**src/rtl/vga_timing_pkg.sv**
```systemverilog
// Default 800x600 @ 72 Hz raster timing (50 MHz pixel clock) and counter widths.
package vga_timing_pkg;

  localparam int unsigned VGA_H_ACTIVE = 800;
  localparam int unsigned VGA_H_FP     = 56;
  localparam int unsigned VGA_H_SYNC   = 120;
  localparam int unsigned VGA_H_BP     = 64;
  localparam int unsigned VGA_V_ACTIVE = 600;
  localparam int unsigned VGA_V_FP     = 37;
  localparam int unsigned VGA_V_SYNC   = 6;
  localparam int unsigned VGA_V_BP     = 23;

  localparam int unsigned VGA_H_TOTAL = VGA_H_ACTIVE + VGA_H_FP + VGA_H_SYNC + VGA_H_BP;
  localparam int unsigned VGA_V_TOTAL = VGA_V_ACTIVE + VGA_V_FP + VGA_V_SYNC + VGA_V_BP;

  localparam int unsigned VGA_H_SYNC_START = VGA_H_ACTIVE + VGA_H_FP;
  localparam int unsigned VGA_H_SYNC_END   = VGA_H_SYNC_START + VGA_H_SYNC - 1;
  localparam int unsigned VGA_V_SYNC_START = VGA_V_ACTIVE + VGA_V_FP;
  localparam int unsigned VGA_V_SYNC_END   = VGA_V_SYNC_START + VGA_V_SYNC - 1;

  localparam int unsigned HCNT_W  = 11;
  localparam int unsigned VCNT_W  = 10;
  localparam int unsigned COORD_W = 10;

  localparam int unsigned VGA_PIPE_DELAY = 1;

endpackage

```
**src/rtl/vga_axis_counter.sv**
```systemverilog
// One raster axis: wrapping position counter with registered blanking and sync decode.
module vga_axis_counter
  import vga_timing_pkg::*;
#(
  parameter int unsigned ACTIVE = VGA_H_ACTIVE,
  parameter int unsigned FP     = VGA_H_FP,
  parameter int unsigned SYNC   = VGA_H_SYNC,
  parameter int unsigned BP     = VGA_H_BP,
  parameter int unsigned WIDTH  = HCNT_W,
  parameter logic        POL    = 1'b1
) (
  input  logic             i_clk,
  input  logic             i_rst_n,
  input  logic             i_advance,
  output logic [WIDTH-1:0] o_count,
  output logic             o_notactive,
  output logic             o_sync,
  output logic             o_wrap_c
);

  localparam int unsigned TOTAL      = ACTIVE + FP + SYNC + BP;
  localparam int unsigned SYNC_START = ACTIVE + FP;
  localparam int unsigned SYNC_END   = SYNC_START + SYNC - 1;

  localparam logic [WIDTH-1:0] L_LAST       = WIDTH'(TOTAL - 1);
  localparam logic [WIDTH-1:0] L_ACTIVE     = WIDTH'(ACTIVE);
  localparam logic [WIDTH-1:0] L_SYNC_START = WIDTH'(SYNC_START);
  localparam logic [WIDTH-1:0] L_SYNC_END   = WIDTH'(SYNC_END);

  logic [WIDTH-1:0] r_count;
  logic             r_notactive;
  logic             r_sync;
  logic [WIDTH-1:0] w_next;

  // Next position: hold unless advancing, wrap after the last position.
  always_comb begin
    w_next = r_count;
    if (i_advance) begin
      if (r_count == L_LAST) w_next = '0;
      else                   w_next = r_count + WIDTH'(1);
    end
  end

  assign o_wrap_c = i_advance && (r_count == L_LAST);

  // Count and decode registered together so flags line up with the count they describe.
  always_ff @(posedge i_clk or negedge i_rst_n) begin
    if (!i_rst_n) begin
      r_count     <= L_LAST;
      r_notactive <= 1'b1;
      r_sync      <= ~POL;
    end else begin
      r_count     <= w_next;
      r_notactive <= (w_next >= L_ACTIVE);
      r_sync      <= ((w_next >= L_SYNC_START) && (w_next <= L_SYNC_END)) ? POL : ~POL;
    end
  end

  assign o_count     = r_count;
  assign o_notactive = r_notactive;
  assign o_sync      = r_sync;

endmodule

```
**src/rtl/vga_sync_gen.sv**
```systemverilog
// VGA raster timing source: coordinates, blanking, frame pulse and delayed syncs.
module vga_sync_gen
  import vga_timing_pkg::*;
#(
  parameter int unsigned H_ACTIVE   = VGA_H_ACTIVE,
  parameter int unsigned H_FP       = VGA_H_FP,
  parameter int unsigned H_SYNC     = VGA_H_SYNC,
  parameter int unsigned H_BP       = VGA_H_BP,
  parameter int unsigned V_ACTIVE   = VGA_V_ACTIVE,
  parameter int unsigned V_FP       = VGA_V_FP,
  parameter int unsigned V_SYNC     = VGA_V_SYNC,
  parameter int unsigned V_BP       = VGA_V_BP,
  parameter logic        SYNC_POL   = 1'b1,
  parameter int unsigned PIPE_DELAY = VGA_PIPE_DELAY
) (
  input  logic               CLK,
  input  logic               RST,
  output logic [COORD_W-1:0] row,
  output logic [COORD_W-1:0] col,
  output logic               hnotactive,
  output logic               vnotactive,
  output logic               hsync,
  output logic               vsync,
  output logic               frame_start
);

  localparam logic [HCNT_W-1:0] L_H_ACTIVE = HCNT_W'(H_ACTIVE);
  localparam logic [VCNT_W-1:0] L_V_ACTIVE = VCNT_W'(V_ACTIVE);

  logic [HCNT_W-1:0]  w_hcnt;
  logic [VCNT_W-1:0]  w_vcnt;
  logic [HCNT_W-1:0]  w_hnext;
  logic [VCNT_W-1:0]  w_vnext;
  logic               w_hwrap;
  logic               w_vwrap;
  logic               w_hsync_raw;
  logic               w_vsync_raw;
  logic [COORD_W-1:0] r_row;
  logic [COORD_W-1:0] r_col;
  logic               r_frame_start;

  vga_axis_counter #(
    .ACTIVE (H_ACTIVE),
    .FP     (H_FP),
    .SYNC   (H_SYNC),
    .BP     (H_BP),
    .WIDTH  (HCNT_W),
    .POL    (SYNC_POL)
  ) u_hcnt (
    .i_clk       (CLK),
    .i_rst_n     (RST),
    .i_advance   (1'b1),
    .o_count     (w_hcnt),
    .o_notactive (hnotactive),
    .o_sync      (w_hsync_raw),
    .o_wrap_c    (w_hwrap)
  );

  vga_axis_counter #(
    .ACTIVE (V_ACTIVE),
    .FP     (V_FP),
    .SYNC   (V_SYNC),
    .BP     (V_BP),
    .WIDTH  (VCNT_W),
    .POL    (SYNC_POL)
  ) u_vcnt (
    .i_clk       (CLK),
    .i_rst_n     (RST),
    .i_advance   (w_hwrap),
    .o_count     (w_vcnt),
    .o_notactive (vnotactive),
    .o_sync      (w_vsync_raw),
    .o_wrap_c    (w_vwrap)
  );

  // Next raster position, so the coordinate registers track the counters with no lag.
  always_comb begin
    w_hnext = w_hcnt + HCNT_W'(1);
    w_vnext = w_vcnt;
    if (w_hwrap) begin
      w_hnext = '0;
      w_vnext = w_vcnt + VCNT_W'(1);
    end
    if (w_vwrap) w_vnext = '0;
  end

  // Coordinates zeroed outside active video; frame pulse on the wrap into (0,0).
  always_ff @(posedge CLK or negedge RST) begin
    if (!RST) begin
      r_row         <= '0;
      r_col         <= '0;
      r_frame_start <= 1'b0;
    end else begin
      r_row         <= (w_hnext < L_H_ACTIVE) ? COORD_W'(w_hnext) : '0;
      r_col         <= (w_vnext < L_V_ACTIVE) ? COORD_W'(w_vnext) : '0;
      r_frame_start <= w_vwrap;
    end
  end

  assign row         = r_row;
  assign col         = r_col;
  assign frame_start = r_frame_start;

  // Sync delay line matching the downstream RGB register.
  if (PIPE_DELAY == 0) begin : g_no_delay
    assign hsync = w_hsync_raw;
    assign vsync = w_vsync_raw;
  end else begin : g_delay
    logic [PIPE_DELAY-1:0] r_hs_pipe;
    logic [PIPE_DELAY-1:0] r_vs_pipe;

    // Shift both syncs one stage per clock, idle at the deasserted level.
    always_ff @(posedge CLK or negedge RST) begin
      if (!RST) begin
        r_hs_pipe <= {PIPE_DELAY{~SYNC_POL}};
        r_vs_pipe <= {PIPE_DELAY{~SYNC_POL}};
      end else begin
        r_hs_pipe[0] <= w_hsync_raw;
        r_vs_pipe[0] <= w_vsync_raw;
        for (int k = 1; k < int'(PIPE_DELAY); k++) begin
          r_hs_pipe[k] <= r_hs_pipe[k-1];
          r_vs_pipe[k] <= r_vs_pipe[k-1];
        end
      end
    end

    assign hsync = r_hs_pipe[PIPE_DELAY-1];
    assign vsync = r_vs_pipe[PIPE_DELAY-1];
  end

endmodule

```
**config.mk**
```make
export PLATFORM = sky130hd
export DESIGN_NAME = vga_sync_gen
export DESIGN_NICKNAME = d
export VERILOG_FILES = /design/src/rtl/vga_timing_pkg.sv /design/src/rtl/vga_axis_counter.sv /design/src/rtl/vga_sync_gen.sv
export SDC_FILE = /design/constraint.sdc
export NUM_CORES = 1
export LEC_CHECK = 0
export ABC_AREA = 1
export CAP_MARGIN = 5
export CORE_MARGIN = 1
export CORE_UTILIZATION = 62
export DETAILED_ROUTE_END_ITERATION = 7
export HOLD_SLACK_MARGIN = 0.08
export PLACE_DENSITY = 0.85
export SLEW_MARGIN = 5
export SYNTH_ARGS = -nofsm -noshare
export SYNTH_HDL_FRONTEND = slang
export SYNTH_HIERARCHICAL = 1
export SYNTH_SLANG_ARGS = --single-unit
```
**constraint.sdc**
```tcl
create_clock -name CLK -period 4.6 [get_ports CLK]
set_clock_uncertainty 0.1 [all_clocks]
set_input_delay 1.15 -clock CLK [delete_from_list [all_inputs] [get_ports CLK]]
set_output_delay 1.15 -clock CLK [all_outputs]
set_load 0.02 [all_outputs]
```
==> flow_summary_export.csv <==
group,metric,value,unit
clock_tree,cts_root_buf,"clkbuf_8",
layout,final_common_cell,"nand2_1",
global_route,grt_max_degree,49,
worst_setup_path,required,4.72,ns
clock_tree,h-tree-depth,2,
die,fp.dieArea,4990,µm²
worst_setup_path,cp_max_fo,14,
power_and_ir_drop,leakagePower,0.00176,µW
hold_path,whs_path_depth,0,
layout,antenna_cells,0,
worst_setup_path,cpPeakStageDelay,0.65,ns
worst_setup_path,reg2regPathDepth,12,
layout,final_cell_mix,"nand2_1 (111), inv_1 (65), nor2_1 (56)",
worst_setup_path,cpLargestDelayFamily,"simple AND/OR/NAND/NOR gates",
clock_tree,clkLatencyLatePin,0.29,ns
placed_design,place.port_buffers,26,
yosys,synth_cells,412,
layout,fin_area,3390,µm²
die,core,4440,µm²
sta,fmax,317,MHz
worst_setup_path,crit_path_end,"col[4]",
sta,fin_tns_setup,0,ns
routing,ant_nets,0,
clock_tree,hold_buffers,0,
global_route,antenna_found_initial,0,
routing,first_pass_iters,8,
power_and_ir_drop,powerDensity,327,nW/µm²
yosys,postSynthAreaPerCell,7.10,µm²
hold_path,hp-class,"reg2reg",
status,status,"complete, but fails checks",
yosys,ys_ff_latch,48,
global_route,grt_pass1_vias,2523,
worst_setup_path,crit_type,"reg2reg",
yosys,synth_largest_area_cell,"dfrtp_1",
sta,rsz0062_at_grt,"no",
yosys,yosys.area.top_type_share,0.308,
flow_run,maxCapViolCount,0,
routing,num_vias,2674,
worst_setup_path,setup.worst_path.start_class,"flip-flop",
sta,fin_crit,3.15,ns
die,ioPinCount,27,
worst_setup_path,startpoint,"u_hcnt/o_count[0]",
sta,hold_slack,0.254,ns
yosys,yosysSeqAreaShare,0.416,
yosys,ys_types,27,
yosys,synth.top_cells.by_area,"dfrtp_1 (31%), nand2_1 (14%), dfstp_2 (11%)",
worst_setup_path,regToRegStartpoint,"u_hcnt/o_count[0]",
routing,wl,6090,µm
yosys,synth_area,2920,µm²
die,die_width,70.7,µm
worst_setup_path,worst-path-stages,12,
status,violations,"design-rule violations",
worst_setup_path,cp_data_arrival_time,3.27,ns
layout,drive_gt1_frac,0.127,
power_and_ir_drop,power,1110,µW
sta,setup_violations,0,
placed_design,gp_congestion,0.929,
yosys,synthArstFlopShare,1.00,
sta,worstMarginPinSlew,1.04,ns
layout,area_growth,15.8,%
worst_setup_path,r2r_setup_slack,1.45,ns
yosys,dominantRegCellSynth,"dfrtp_1",
yosys,synth_edf_count,0,
routing,drc,5,
clock_tree,clock_path_buffers,2,
worst_setup_path,crit_chain,"ha_1 > nand4_1 > nor3_2 > buf_4 > nand4_4 > inv_1 > inv_1 > nand3_1 > nand2_1 > nand2_1 > nand3_4 > a21oi_1",
global_route,grtUsageTotal,0.268,
sta,hold_violations,0,
routing,vias_per_cell,5.34,
layout,nNetsFinal,455,
routing,first_iter_violations,246,
sta,slew_headroom,0.310,
routing,wl_per_cell,12.2,µm
placed_design,postPlaceCellArea,3250,µm²
die,die-height,70.7,µm
die,num_rows,24,
clock_tree,cts_resized,0,
clock_tree,cts_setup_buffers,0,
worst_setup_path,crit_buf_inv,3,
sta,period_share,0.686,
clock_tree,clkTransAtPathRegs,0.09,ns
worst_setup_path,cpMaxStageDelayCell,"dfstp_2",
die,start_util,0.658,
power_and_ir_drop,ir_worst_vdd,0.246,mV
sta,drv_slew,0,
placed_design,dp_hpwl,4630,µm
clock_tree,clock_sinks,48,
global_route,gr-total-overflow,0,
global_route,grt_pass1_wl,10700,µm
placed_design,dpl.cell_count,493,
clock_tree,cts_buffers,5,
worst_setup_path,r2r_end,"col[4]",
yosys,yosysWarnings,6,
clock_tree,cts_tree,"yes",
worst_setup_path,end_kind,"flip-flop",
layout,finalNonFillerCells,501,
## cell usage after synthesis (2+ instances only)
| cell | count |
|---|---|
| nand2_1 | 111 |
| inv_1 | 65 |
| nor2_1 | 56 |
| nand3_1 | 41 |
| dfrtp_1 | 36 |
| nand4_1 | 16 |
| a21oi_1 | 13 |
| dfstp_2 | 12 |
| nand2_2 | 10 |
| o21ai_0 | 10 |
| nor2_2 | 7 |
| ha_1 | 5 |
| nor2_4 | 4 |
| or2_2 | 4 |
| inv_2 | 3 |
| nand3_2 | 3 |
| nor3_1 | 3 |
| o21ai_1 | 3 |
| xor2_1 | 2 |
## metrics by stage
stage	setup slack (ns)	util
after CTS	1.46	0.762
after detailed placement	1.53	0.732
after floorplan	1.87	-
after global routing	1.14	0.762
final	1.45	0.762
after global placement	1.67	0.732
## area by class of cell
cell class              instances  area, µm²
clock buffers                   6       72.6
clock inverters                 2       60.1
fillers                       333       1060
inverters                      68        255
multi-input cells             298       1450
flip-flops and latches         48       1220
well taps                      52       65.1
repair buffers                 27        263
## state kept, by name, summed over array words and instances (netlist names)
name                count
hsync                   1
u_vcnt/o_count         10
u_hcnt/o_notactive      1
u_vcnt/o_sync           1
u_hcnt/o_sync           1
row                    10
frame_start             1
u_hcnt/o_count         11
col                    10
u_vcnt/o_notactive      1
vsync                   1
## how the worst min path moves through the flow
stage / start / endpoint / slack (ns)
2_1_floorplan: u_hcnt/o_sync / hsync / 0.23
3_3_place_gp: u_hcnt/o_sync / hsync / 0.23
3_5_place_dp: u_hcnt/o_sync / hsync / 0.24
4_1_cts: u_hcnt/o_sync / hsync / 0.26
5_1_grt: u_hcnt/o_sync / hsync / 0.26
6_report: u_hcnt/o_sync / hsync / 0.25
## cell families after synthesis
group	after synthesis	share of synthesized area
adder cells (fa/ha/maj)	5	0.0214
flip-flops	48	0.416
AND/OR/NAND/NOR	260	0.417
buffers and inverters	70	0.0937
AO/OA/AOI/OAI	26	0.0445
other	1	0.00128
XOR/XNOR	2	0.00599
## metal layers
metal | part of all wire | track usage
met3 | 0.068 | 0.0427
met4 | 0.0087 | 0.0733
met5 | 0 | 0
met1 | 0.44 | 0.354
met2 | 0.48 | 0.462
## where the power goes
group	switching [µW]	leakage (µW)	internal [µW]	total [µW]
sequential	61.7	0.000578	464	526
clock	130	0.0000654	217	347
combinational	159	0.00112	74.7	234
total	351	0.00176	756	1110
## worst register-to-register path, delay by kind of cell (launching register included)
kind                       cells  cell delay, ns
AOI/OAI and AO/OA              1            0.16
adders and majority gates      1            0.25
buffers and inverters          3            0.70
DFF                            1            0.65
and+or+nand+nor                7            1.23
No activity file was read; power rests on OpenSTA's default activity.
